$ cat src/rtl/blob_frame_feeder.sv
// Frame feeder: prefetches luma from the SDRAM read FIFO into a small circular
// buffer and streams one thresholded pixel per cycle to the blob counter.
module blob_frame_feeder #(
  parameter int IMG_COL    = 640,
  parameter int IMG_ROW    = 480,
  parameter int FIFO_DEPTH = 16,
  parameter int PREFILL    = 8
) (
  input  logic       i_clk,
  input  logic       i_rst,
  input  logic       i_start,
  input  logic [7:0] i_threshold,
  output logic       o_rd_req,
  input  logic       i_rd_empty,
  input  logic [7:0] i_rd_data,
  output logic       o_blob_valid,
  output logic       o_blob_seq,
  input  logic       i_blob_request,
  input  logic       i_blob_done,
  input  logic [7:0] i_blob_count,
  output logic [7:0] o_count,
  output logic       o_done,
  output logic       o_busy,
  output logic       o_underflow
);

  localparam int          PTR_W = $clog2(FIFO_DEPTH);
  localparam int          OCC_W = PTR_W + 1;
  localparam logic [18:0] TOTAL = 19'(IMG_COL * IMG_ROW);

  typedef enum logic [2:0] {
    S_IDLE,
    S_PREFILL,
    S_WAIT_REQ,
    S_STREAM,
    S_WAIT_DONE,
    S_RELEASE
  } state_t;

  state_t            state, state_nxt;
  logic [7:0]        mem [FIFO_DEPTH];
  logic [PTR_W-1:0]  wr_ptr, rd_ptr;
  logic [OCC_W-1:0]  occ;
  logic              rd_pending;
  logic [18:0]       req_cnt, pix_cnt;
  logic [7:0]        thr;
  logic              fifo_empty, push, pop, start_ok, last_pix, fetching, can_req;

  // A read is only issued if the returning word is guaranteed a free slot,
  // counting the one read that may still be in flight.
  always_comb begin
    fifo_empty = (occ == '0);
    push       = rd_pending;
    pop        = (state == S_STREAM) && !fifo_empty;
    start_ok   = (state == S_IDLE) && i_start;
    last_pix   = (pix_cnt == TOTAL - 19'd1);
    fetching   = (state == S_PREFILL) || (state == S_WAIT_REQ) || (state == S_STREAM);
    can_req    = fetching && !i_rd_empty && (req_cnt < TOTAL) &&
                 ((occ + OCC_W'(rd_pending)) < OCC_W'(FIFO_DEPTH));
  end

  always_comb begin
    state_nxt = state;
    case (state)
      S_IDLE:      if (i_start)                      state_nxt = S_PREFILL;
      S_PREFILL:   if (occ >= OCC_W'(PREFILL))       state_nxt = S_WAIT_REQ;
      S_WAIT_REQ:  if (i_blob_request)               state_nxt = S_STREAM;
      S_STREAM:    if (last_pix)                     state_nxt = S_WAIT_DONE;
      S_WAIT_DONE: if (i_blob_done)                  state_nxt = S_RELEASE;
      S_RELEASE:   if (!i_blob_done)                 state_nxt = S_IDLE;
      default:                                       state_nxt = S_IDLE;
    endcase
  end

  always_comb begin
    o_rd_req     = can_req;
    o_blob_valid = (state == S_WAIT_REQ) || (state == S_STREAM) || (state == S_WAIT_DONE);
    o_blob_seq   = pop && (mem[rd_ptr] >= thr);
    o_busy       = (state != S_IDLE);
  end

  always_ff @(posedge i_clk) begin
    if (push) mem[wr_ptr] <= i_rd_data;
  end

  // Starved STREAM cycles still count as emitted pixels so the frame length is fixed.
  always_ff @(posedge i_clk) begin
    if (i_rst) begin
      state       <= S_IDLE;
      wr_ptr      <= '0;
      rd_ptr      <= '0;
      occ         <= '0;
      rd_pending  <= 1'b0;
      req_cnt     <= '0;
      pix_cnt     <= '0;
      thr         <= '0;
      o_count     <= '0;
      o_done      <= 1'b0;
      o_underflow <= 1'b0;
    end else begin
      state      <= state_nxt;
      rd_pending <= can_req;
      o_done     <= 1'b0;
      if (start_ok) begin
        wr_ptr      <= '0;
        rd_ptr      <= '0;
        occ         <= '0;
        req_cnt     <= '0;
        pix_cnt     <= '0;
        o_underflow <= 1'b0;
        thr         <= i_threshold;
      end else begin
        if (push)    wr_ptr  <= wr_ptr + 1'b1;
        if (pop)     rd_ptr  <= rd_ptr + 1'b1;
        occ <= occ + OCC_W'(push) - OCC_W'(pop);
        if (can_req) req_cnt <= req_cnt + 19'd1;
        if (state == S_STREAM) begin
          pix_cnt <= pix_cnt + 19'd1;
          if (fifo_empty) o_underflow <= 1'b1;
        end
      end
      if ((state == S_WAIT_DONE) && i_blob_done) begin
        o_count <= i_blob_count;
        o_done  <= 1'b1;
      end
    end
  end

endmodule

$ cat config.mk
export PLATFORM = sky130hd
export DESIGN_NAME = blob_frame_feeder
export DESIGN_NICKNAME = d
export VERILOG_FILES = /design/src/rtl/blob_frame_feeder.sv
export SDC_FILE = /design/constraint.sdc
export NUM_CORES = 1
export LEC_CHECK = 0
export ABC_AREA = 1
export ABC_CLOCK_PERIOD_IN_PS = 3700
export BUFFER_PORTS_ARGS = -buffer_cell sky130_fd_sc_hd__buf_4
export CAP_MARGIN = 15
export CORE_MARGIN = 5
export CORE_UTILIZATION = 45
export CTS_BUF_LIST = sky130_fd_sc_hd__clkbuf_4 sky130_fd_sc_hd__clkbuf_8
export DETAILED_ROUTE_END_ITERATION = 12
export GPL_TIMING_DRIVEN = 0
export MAX_ROUTING_LAYER = met4
export PLACE_DENSITY = 0.72
export SETUP_SLACK_MARGIN = 0.2
export SYNTH_ARGS = -nofsm -noshare
export SYNTH_HDL_FRONTEND = slang
export SYNTH_SLANG_ARGS = --single-unit
$ cat constraint.sdc
create_clock -name i_clk -period 3.7 [get_ports i_clk]
set_input_delay 0.925 -clock i_clk [delete_from_list [all_inputs] [get_ports i_clk]]
set_output_delay 0.925 -clock i_clk [all_outputs]
set_load 0.01 [all_outputs]
## Word level (Yosys, flattened, before mapping)

Memory sizes are Yosys's and may differ from the RTL's. A register that Yosys moved wholly into a read port is not among the register bits.
Index checks and enable logic that the tools add are counted.

| storage, ports and cells | value |
|---|---|
| bits in registers | 73 |
| memory bits (writable) | 128 |
| input bits | 30 |
| output and inout port bits | 14 |
| word-level logic and storage cells | 65 |
| memories kept | 1 |

Memory list:

| memory | depth | width | read ports | clocked after Yosys merged registers in | write ports | RTL line | RTL |
|---|---|---|---|---|---|---|---|
| mem | 16 | 8 | 1 | 1 | 1 | 41 | `logic [7:0] mem [FIFO_DEPTH];` |

| cells by class | value |
|---|---|
| add/sub/neg operators | 6 |
| $lt $le $gt $ge | 4 |
| equal/unequal tests | 12 |
| mux-type cells | 12 |
| reductions and logical operators | 19 |

Operator list:

| kind | count |
|---|---|
| 19-bit by 1-bit adder with 19-bit output (second input constant) | 2 |
| 19-bit == test (second input constant) | 1 |
| 19-bit less-than comparator (second input constant) | 1 |
| 3-bit 2-to-1 mux | 6 |
| 3-bit one-hot mux with 6 select lines | 1 |
| 2-bit != test (second input constant) | 5 |
| 4-bit by 1-bit adder with 4-bit output (second input constant) | 2 |
| 8-bit greater-or-equal comparator | 1 |
| 4-bit 2-to-1 mux | 2 |
| 1-bit logical AND | 7 |
| 3-bit by 2-bit == test with 1-bit output (second input constant) | 2 |
| 3-bit == test (second input constant) | 2 |
| 6-bit AND reduction | 1 |
| 5-bit by 1-bit adder with 5-bit output | 1 |
| 5-bit by 4-bit greater-or-equal comparator with 1-bit output (second input constant) | 1 |
| 5-bit zero test | 1 |
| 5-bit less-than comparator (second input constant) | 1 |
| 5-bit by 1-bit subtractor with 5-bit output | 1 |
| 1-bit logical OR | 4 |
| 3-bit by 1-bit == test with 1-bit output (second input constant) | 1 |
| 3-bit zero test | 1 |
| 1-bit 2-to-1 mux | 3 |
| 3-bit nonzero test | 1 |
| 1-bit zero test | 2 |
| other kinds (3) | 3 |

## Depth between registers and ports, before layout

Gate-level depths: netlist of the first run.

| logic depth | value |
|---|---|
| depth after elaboration | 6 |
| gate-level depth with buffers | 18 |
| depth with buffers taken out | 16 |

## Worst setup path before layout of the first run

No wires, ideal clock.

| path | value |
|---|---|
| path type | reg-to-output |
| start point | register (tool-made name) |
| end point | output o_blob_seq |
| data arrival time | 1.980 ns |
| data required time | 2.775 ns |
| slack | 0.795 ns |
| stages on the path, launching flop included | 19 |
| path buffers | 2 |
| cells stage by stage | dfxtp_1 > buf_2 > inv_2 > buf_2 > nor2_1 > nor2_1 > o21ai_0 > o21ai_0 > o211ai_1 > nand2_1 > ha_1 > inv_1 > nor2_1 > o21ai_0 > nand2_1 > nand2_1 > o2111ai_1 > nand2_1 > inv_1 |

RTL lines:

| item | RTL line | RTL |
|---|---|---|
| end: declaration | 17 | `output logic o_blob_seq,` |

==> impl_metrics.tcl, run 1 <==
set metrics [dict create \
    outcome "finished with violations" \
    violations "setup timing" \
    dp_slack_ns 0.0379 \
    tightest_slew_ns 0.859 \
    setup_viol 1 \
    nets 1071 \
    io_pins 44 \
    ctsHoldBuffers 0 \
    slew_viol_final 0 \
    dieWidth_um 151 \
    ys_seq_area_share_pct 60.3 \
    route.met2.wl_um 10000 \
    synth_top_area_share_pct 43.0 \
    powerDensity_nw_per_um2 522 \
    path_max_fanout 8 \
    post-dp-hpwl_um 14100 \
    htree_num_levels 2 \
    place.gp.congestion 0.880 \
    num_vias 6868 \
    clkLatencyLatePin_ns 0.55 \
    numCtsBuffers 35 \
    wl_met3_um 1290 \
    crit_required_ns 2.77 \
    core_um2 19500 \
    synthCells 935 \
    fmax_mhz 263 \
    routed_wl_um 21000 \
    synth_edf_count 128 \
    grt_use_total_pct 19.1 \
    cts.sinks 205 \
    p_leak_nw 3.79 \
    synthMostInstantiatedCell "nor2_1" \
    drive_gt1_share_pct 17.5 \
    drtIter0Drc 481 \
    area_growth_pct 18.5 \
    slowest_delay_ns 0.36 \
    maxCapViolCount 0 \
    path_common_cell "nand2_1" \
    yosysWarnings 0 \
    cts_tree "done" \
    clk_pin_slew_ns 0.05 \
    slew_headroom_pct 42.5 \
    overflow 0 \
    grt_pass1_wl_um 33200 \
    antenna_found_initial 0 \
    ys_top_cells_by_area "edfxtp_1 43%, dfxtp_1 17%, nor2_1 7.6%" \
    fillers 1750 \
    diodes 0 \
    synth_common_cells "181 x nor2_1, 138 x nand2_1, 128 x edfxtp_1, 105 x o21ai_0, 77 x dfxtp_1" \
    ys_ff_latch 205 \
    drc 0 \
    crit_path_top_delay_cell "dfxtp_2" \
    worstHoldStart "o_count[2]" \
    hold_viol 0 \
    critPathArrivalTime_ns 2.88 \
    syn_avg_cell_area_um2 9.55 \
    startpoint_type "register" \
    path_class "reg -> out" \
    end_kind "output port" \
    clock_path_buffers 3 \
    clock-skew-final_ns 0.0478 \
    drt-met1-wl_um 8970 \
    fin_crit_ns 3.81 \
    async_reset_ff_share_pct 0 \
    detail-route-antenna-nets 0 \
    hold_ws_ns 0.448 \
    grt_pass1_vias 6530 \
    peakVddDrop_v 0.000222 \
    crit_chain "buf_6 -> inv_8 -> buf_8 -> nor2_1 -> nor2_1 -> o21ai_1 -> o21ai_2 -> o211ai_1 -> nand2_1 -> ha_1 -> nand2_1 -> inv_1 -> o21ai_1 -> nand2_1 -> nand2_1 -> o2111ai_1 -> nand2_1 -> inv_1 -> buf_6" \
    setup_ws_ns -0.105 \
    viasPerCell 5.23 \
    critical_path.top_delay_family "compound AO/OA/AOI/OAI gates" \
    synth_top_area_cell "edfxtp_1" \
    drt-pass1-iter-count 5 \
    synth_cell_types 38 \
    cts_root_buf "clkbuf_8" \
    period_share_pct 103 \
    cp_num_buf_inv 6 \
    rows 51 \
    die_h_um 151 \
    synth_nets 984 \
    wl_per_cell_um 16.0 \
    r2r_start "state[2]" \
    synth_ff_type "edfxtp_1" \
    routed.top_layer "met4" \
    rsz0062_at_grt "true" \
    worstHoldPathType "reg -> reg" \
    start_util_pct 45.7 \
    netlist_area_um2 8930 \
    port_buffers 43 \
    dieArea_um2 22800 \
    grt_max_degree 17 \
]
where the power goes:
| part | switching (W) | leakage, nW | total, W | internal, W |
|---|---|---|---|---|
| combinational | 0.000536 | 1.63 | 0.000845 | 0.000308 |
| sequential | 0.0000661 | 1.77 | 0.00258 | 0.00251 |
| clock | 0.000906 | 0.389 | 0.00209 | 0.00119 |
what timing repair did:
action                     4_1_cts  5_1_grt
pin swaps                       23       14
resized for setup               74       17
cloned                           2        0
setup buffers                    5        0
setup endpoints to repair        1        1
layer usage:
metal	vias up	GRT usage [%]
li1	3367	-
met3	56	4.25
met2	211	30.3
met1	3234	24.1
met5	-	-
met4	0	7.34
metrics by stage:
| step | instances | total power [W] | util, % | instance area (um^2) | setup TNS (ns) |
|---|---|---|---|---|---|
| floorplan | 935 | 0.00315 | - | 8930 | 0 |
| global placement | 1243 | 0.00341 | 49.1 | 9580 | 0 |
| detailed placement | 1243 | 0.00343 | 49.1 | 9580 | 0 |
| CTS | 1313 | 0.00553 | 53.8 | 10500 | -0.104 |
| global route | 1313 | 0.00579 | 54.2 | 10600 | -0.265 |
| finish | 1313 | 0.00552 | 54.2 | 10600 | -0.105 |
state kept, by name, indices dropped and copies added (netlist names), named ones only:
| signal | flops |
|---|---|
| o_count | 8 |
| push | 1 |
| req_cnt | 19 |
| rd_ptr | 4 |
| o_underflow | 1 |
| wr_ptr | 4 |
| mem | 128 |
| thr | 8 |
| occ | 5 |
| o_done | 1 |
| pix_cnt | 19 |
| state | 3 |
worst min-delay path, cell delays in order (launching register included):
cell and delay, ns:
dfxtp_1 0.31, inv_1 0.05, a21oi_1 0.05
cells in the final DEF (no fill, tap or decap), drive strengths merged, types with 9 or more instances in the layout:
cell    count
a21oi      55
o211ai     32
nor2      188
ha         19
buf        73
dfxtp      77
edfxtp    128
nand4       9
nand2     139
nand3      39
o21ai     107
clkbuf     66
clkinv      9
xor2       12
inv        71
area by class of cell:
class                      instances  area (um^2)  share of cell area, %
buffer                            36          236                   2.24
timing repair buffer              50          404                   3.82
clock inverter                    10         90.1                  0.852
sequential                       205         5390                   50.9
inverter                          72          279                   2.64
tap                              265          332                   3.13
multi-input combinational        622         3210                   30.3
clock buffer                      53          642                   6.07
cell families (layout without fill, tap and decap cells):
group / Yosys count / in the layout / share of synthesized area [%]
AOI/OAI and AO/OA: 197 / 197 / 12.0
and+or+nand+nor: 387 / 387 / 18.3
buffers and inverters: 108 / 221 / 4.88
xor gates and xnor gates: 19 / 19 / 1.86
adders and majority gates: 19 / 19 / 2.66
DFF: 205 / 205 / 60.3
final timing paths:
| kind | to | slack [ns] | depth (start not counted) |
|---|---|---|---|
| min | o_count[2] | 0.45 | 2 |
| max | o_blob_seq | -0.11 | 19 |
| max reg2reg | occ[4] | 1.62 | 11 |
| min reg2reg | o_count[2] | 0.45 | 2 |
(Power assumes the default switching activity.)
==> run 2: changes to the inputs <==
ABC_AREA = unset   (was 1)
==> run 2 against run 1 <==
The flow still finishes with violations (setup timing). Clock-buffer cell count is 3 lower. Register-to-register slack worse by 0.27 ns. Flip-flop and latch count stayed put. Routed wire length is 15% lower. Clock power is 2% lower. Sequential power is 5% lower. Highest routed layer unchanged.
==> impl_metrics.tcl, run 2 <==
set metrics [dict create \
    finalSetupTns_ns -0.482 \
    grt_pass1_wl_um 28300 \
    slew_viol_final 0 \
    clock-skew-final_ns 0.0274 \
    rr_worst_depth 8 \
    synth_cell_types 58 \
    clock_path_buffers 3 \
    synthCells 624 \
    synth_top_area_cell "edfxtp_1" \
    reg_top3 "mem: 128 flops, pix_cnt: 19 flops, req_cnt: 19 flops" \
    clk_pin_slew_ns 0.06 \
    crit_path_top_delay_cell "mux4_2" \
    worstHoldStart "o_count[0]" \
    crit_chain "buf_8 -> buf_12 -> mux4_2 -> mux4_2 -> inv_2 -> ha_4 -> nand2b_4 -> a21o_1 -> a211oi_2 -> o21ai_1 -> o211a_1 -> buf_6" \
    drc 0 \
    yosysWarnings 0 \
    drtIter0Drc 392 \
    port_buffers 43 \
    synth_common_cells "128 x edfxtp_1, 77 x dfxtp_1, 56 x nand2_1, 46 x nor2_1, 40 x mux4_2" \
    place.gp.congestion 0.839 \
    layout_common_cells "128 x edfxtp_1, 76 x dfxtp_1, 56 x nand2_1" \
    grt_max_degree 17 \
    setup_viol 1 \
    synth_top_area_share_pct 44.9 \
    period_share_pct 113 \
    numCtsBuffers 34 \
    dieWidth_um 148 \
    start_util_pct 45.8 \
    detail-route-antenna-nets 0 \
    final_util_pct 54.0 \
    num_vias 5359 \
    path_common_cell "mux4_2" \
    maxCapViolCount 0 \
    peakVddDrop_v 0.000211 \
    fmax_mhz 239 \
    grt_use_total_pct 16.9 \
    dieArea_um2 21900 \
    worst_hold_path.endpoint "o_count[0]" \
    path_max_fanout 5 \
    use_met3_pct 4.26 \
    synth_nets 673 \
    outcome "finished with violations" \
    tightest_slew_ns 0.828 \
    clkLatencyLatePin_ns 0.51 \
    top_register "mem" \
    grtUsageMet2_pct 27.4 \
    cts_tree "done" \
    slew_headroom_pct 44.4 \
    diodes 0 \
    nets 759 \
    drt-pass1-iter-count 5 \
    hold_viol 0 \
    core_um2 18700 \
    synthMostInstantiatedCell "edfxtp_1" \
    overflow 0 \
    post-dp-hpwl_um 12100 \
    end_kind "output port" \
    setup_ws_ns -0.482 \
    die_h_um 148 \
    post_dp_cell_area_um2 9200 \
    critPathArrivalTime_ns 3.26 \
    viasPerCell 5.53 \
    drive_gt1_share_pct 26.1 \
    rows 50 \
    routed_wl_um 17700 \
    ys_top_cells_by_area "edfxtp_1 45%, dfxtp_1 18%, mux4_2 11%" \
    antenna_found_initial 0 \
    worstHoldPathType "reg -> reg" \
    largest_register_ff_count 128 \
    ys_seq_area_share_pct 62.9 \
    async_reset_ff_share_pct 0 \
    syn_avg_cell_area_um2 13.7 \
    area_growth_pct 17.9 \
    crit_required_ns 2.77 \
    grtUsageMet1_pct 21.2 \
    wl_per_cell_um 18.3 \
    synth_ff_type "edfxtp_1" \
    final_common_cell "edfxtp_1" \
    io_pins 44 \
    reg2reg_slack_ns 1.35 \
    rsz0062_at_grt "true" \
    cts.sinks 205 \
    dp_slack_ns -0.383 \
    startpoint_type "register" \
    regToRegEndpoint "req_cnt[10]" \
    whs_path_depth 2 \
    netlist_area_um2 8570 \
    cts_root_buf "clkbuf_8" \
    p_leak_nw 3.39 \
    final_area_um2 10100 \
    path_class "reg -> out" \
    grt_pass1_vias 5436 \
    ys_ff_latch 205 \
    r2r_start "occ[0]" \
    powerDensity_nw_per_um2 467 \
    slowest_delay_ns 0.52 \
    fin_crit_ns 4.18 \
    synth_edf_count 128 \
    htree_num_levels 2 \
    top_usage_layer "met2" \
    violations "setup timing" \
]
-- run 2: how the worst max path moves through the flow --
stage                   from         end  slack (ns)  cells past startpoint
floorplan           register  o_blob_seq        0.20                     11
CTS                 register  o_blob_seq       -0.50                     12
detailed placement  register  o_blob_seq       -0.38                     11
global placement    register  o_blob_seq       -0.37                     11
global route        register  o_blob_seq       -0.59                     12
finish              register  o_blob_seq       -0.48                     12
-- run 2: repair_timing --
| item | 4_1_cts | 5_1_grt |
|---|---|---|
| gates resized for setup | 23 | 8 |
| hold buffers | 0 | 0 |
| pin swaps | 3 | 3 |
| gates cloned | 0 | 0 |
| buffers inserted | 4 | 3 |
| setup endpoints to repair | 2 | 2 |
-- run 2: kinds of logic after synthesis --
family / synth area share [%]
buffers and inverters: 2.60
AOI/OAI and AO/OA: 4.82
and+or+nand+nor: 12.5
DFF: 62.9
adders and majority gates: 2.78
xor gates and xnor gates: 3.37
muxes: 11.0
-- run 2: metrics by stage --
step	cells	hold slack, ns	total power, W
2_1_floorplan	624	0.436	0.00262
3_3_place_gp	901	0.442	0.00270
3_5_place_dp	901	0.452	0.00271
4_1_cts	966	0.462	0.00475
5_1_grt	969	0.485	0.00488
6_report	969	0.458	0.00471
-- run 2: metal layers --
layer | up-vias | wire length (um)
met5 | - | 0
met4 | 0 | 252
met3 | 21 | 1260
met2 | 170 | 8690
met1 | 2658 | 7540
li1 | 2510 | -
-- run 2: where the power goes --
group | switching [W] | internal, W | total [W] | leakage [nW]
sequential | 0.0000108 | 0.00244 | 0.00245 | 1.77
clock | 0.000858 | 0.00119 | 0.00204 | 0.371
combinational | 0.000130 | 0.0000856 | 0.000216 | 1.24
total | 0.000999 | 0.00372 | 0.00471 | 3.39
-- run 2: area by class of cell --
type                    instances  area [um^2]
plain buffers                  27          199
clock buffers                  50          601
clock inverters                11          106
fillers                      1494         8610
inverters                      23         86.3
multi-input cells             369         3040
flip-flops and latches        205         5390
well taps                     234          293
repair buffers                 50          387
-- run 2: worst max-delay path: cells and delay by family, from the launching register on --
family	cells	cell delay (ns)
muxes	2	1.02
buffers and inverters	4	0.47
and+or+nand+nor	1	0.12
adders and majority gates	1	0.19
AOI/OAI and AO/OA	4	0.60
DFF	1	0.34
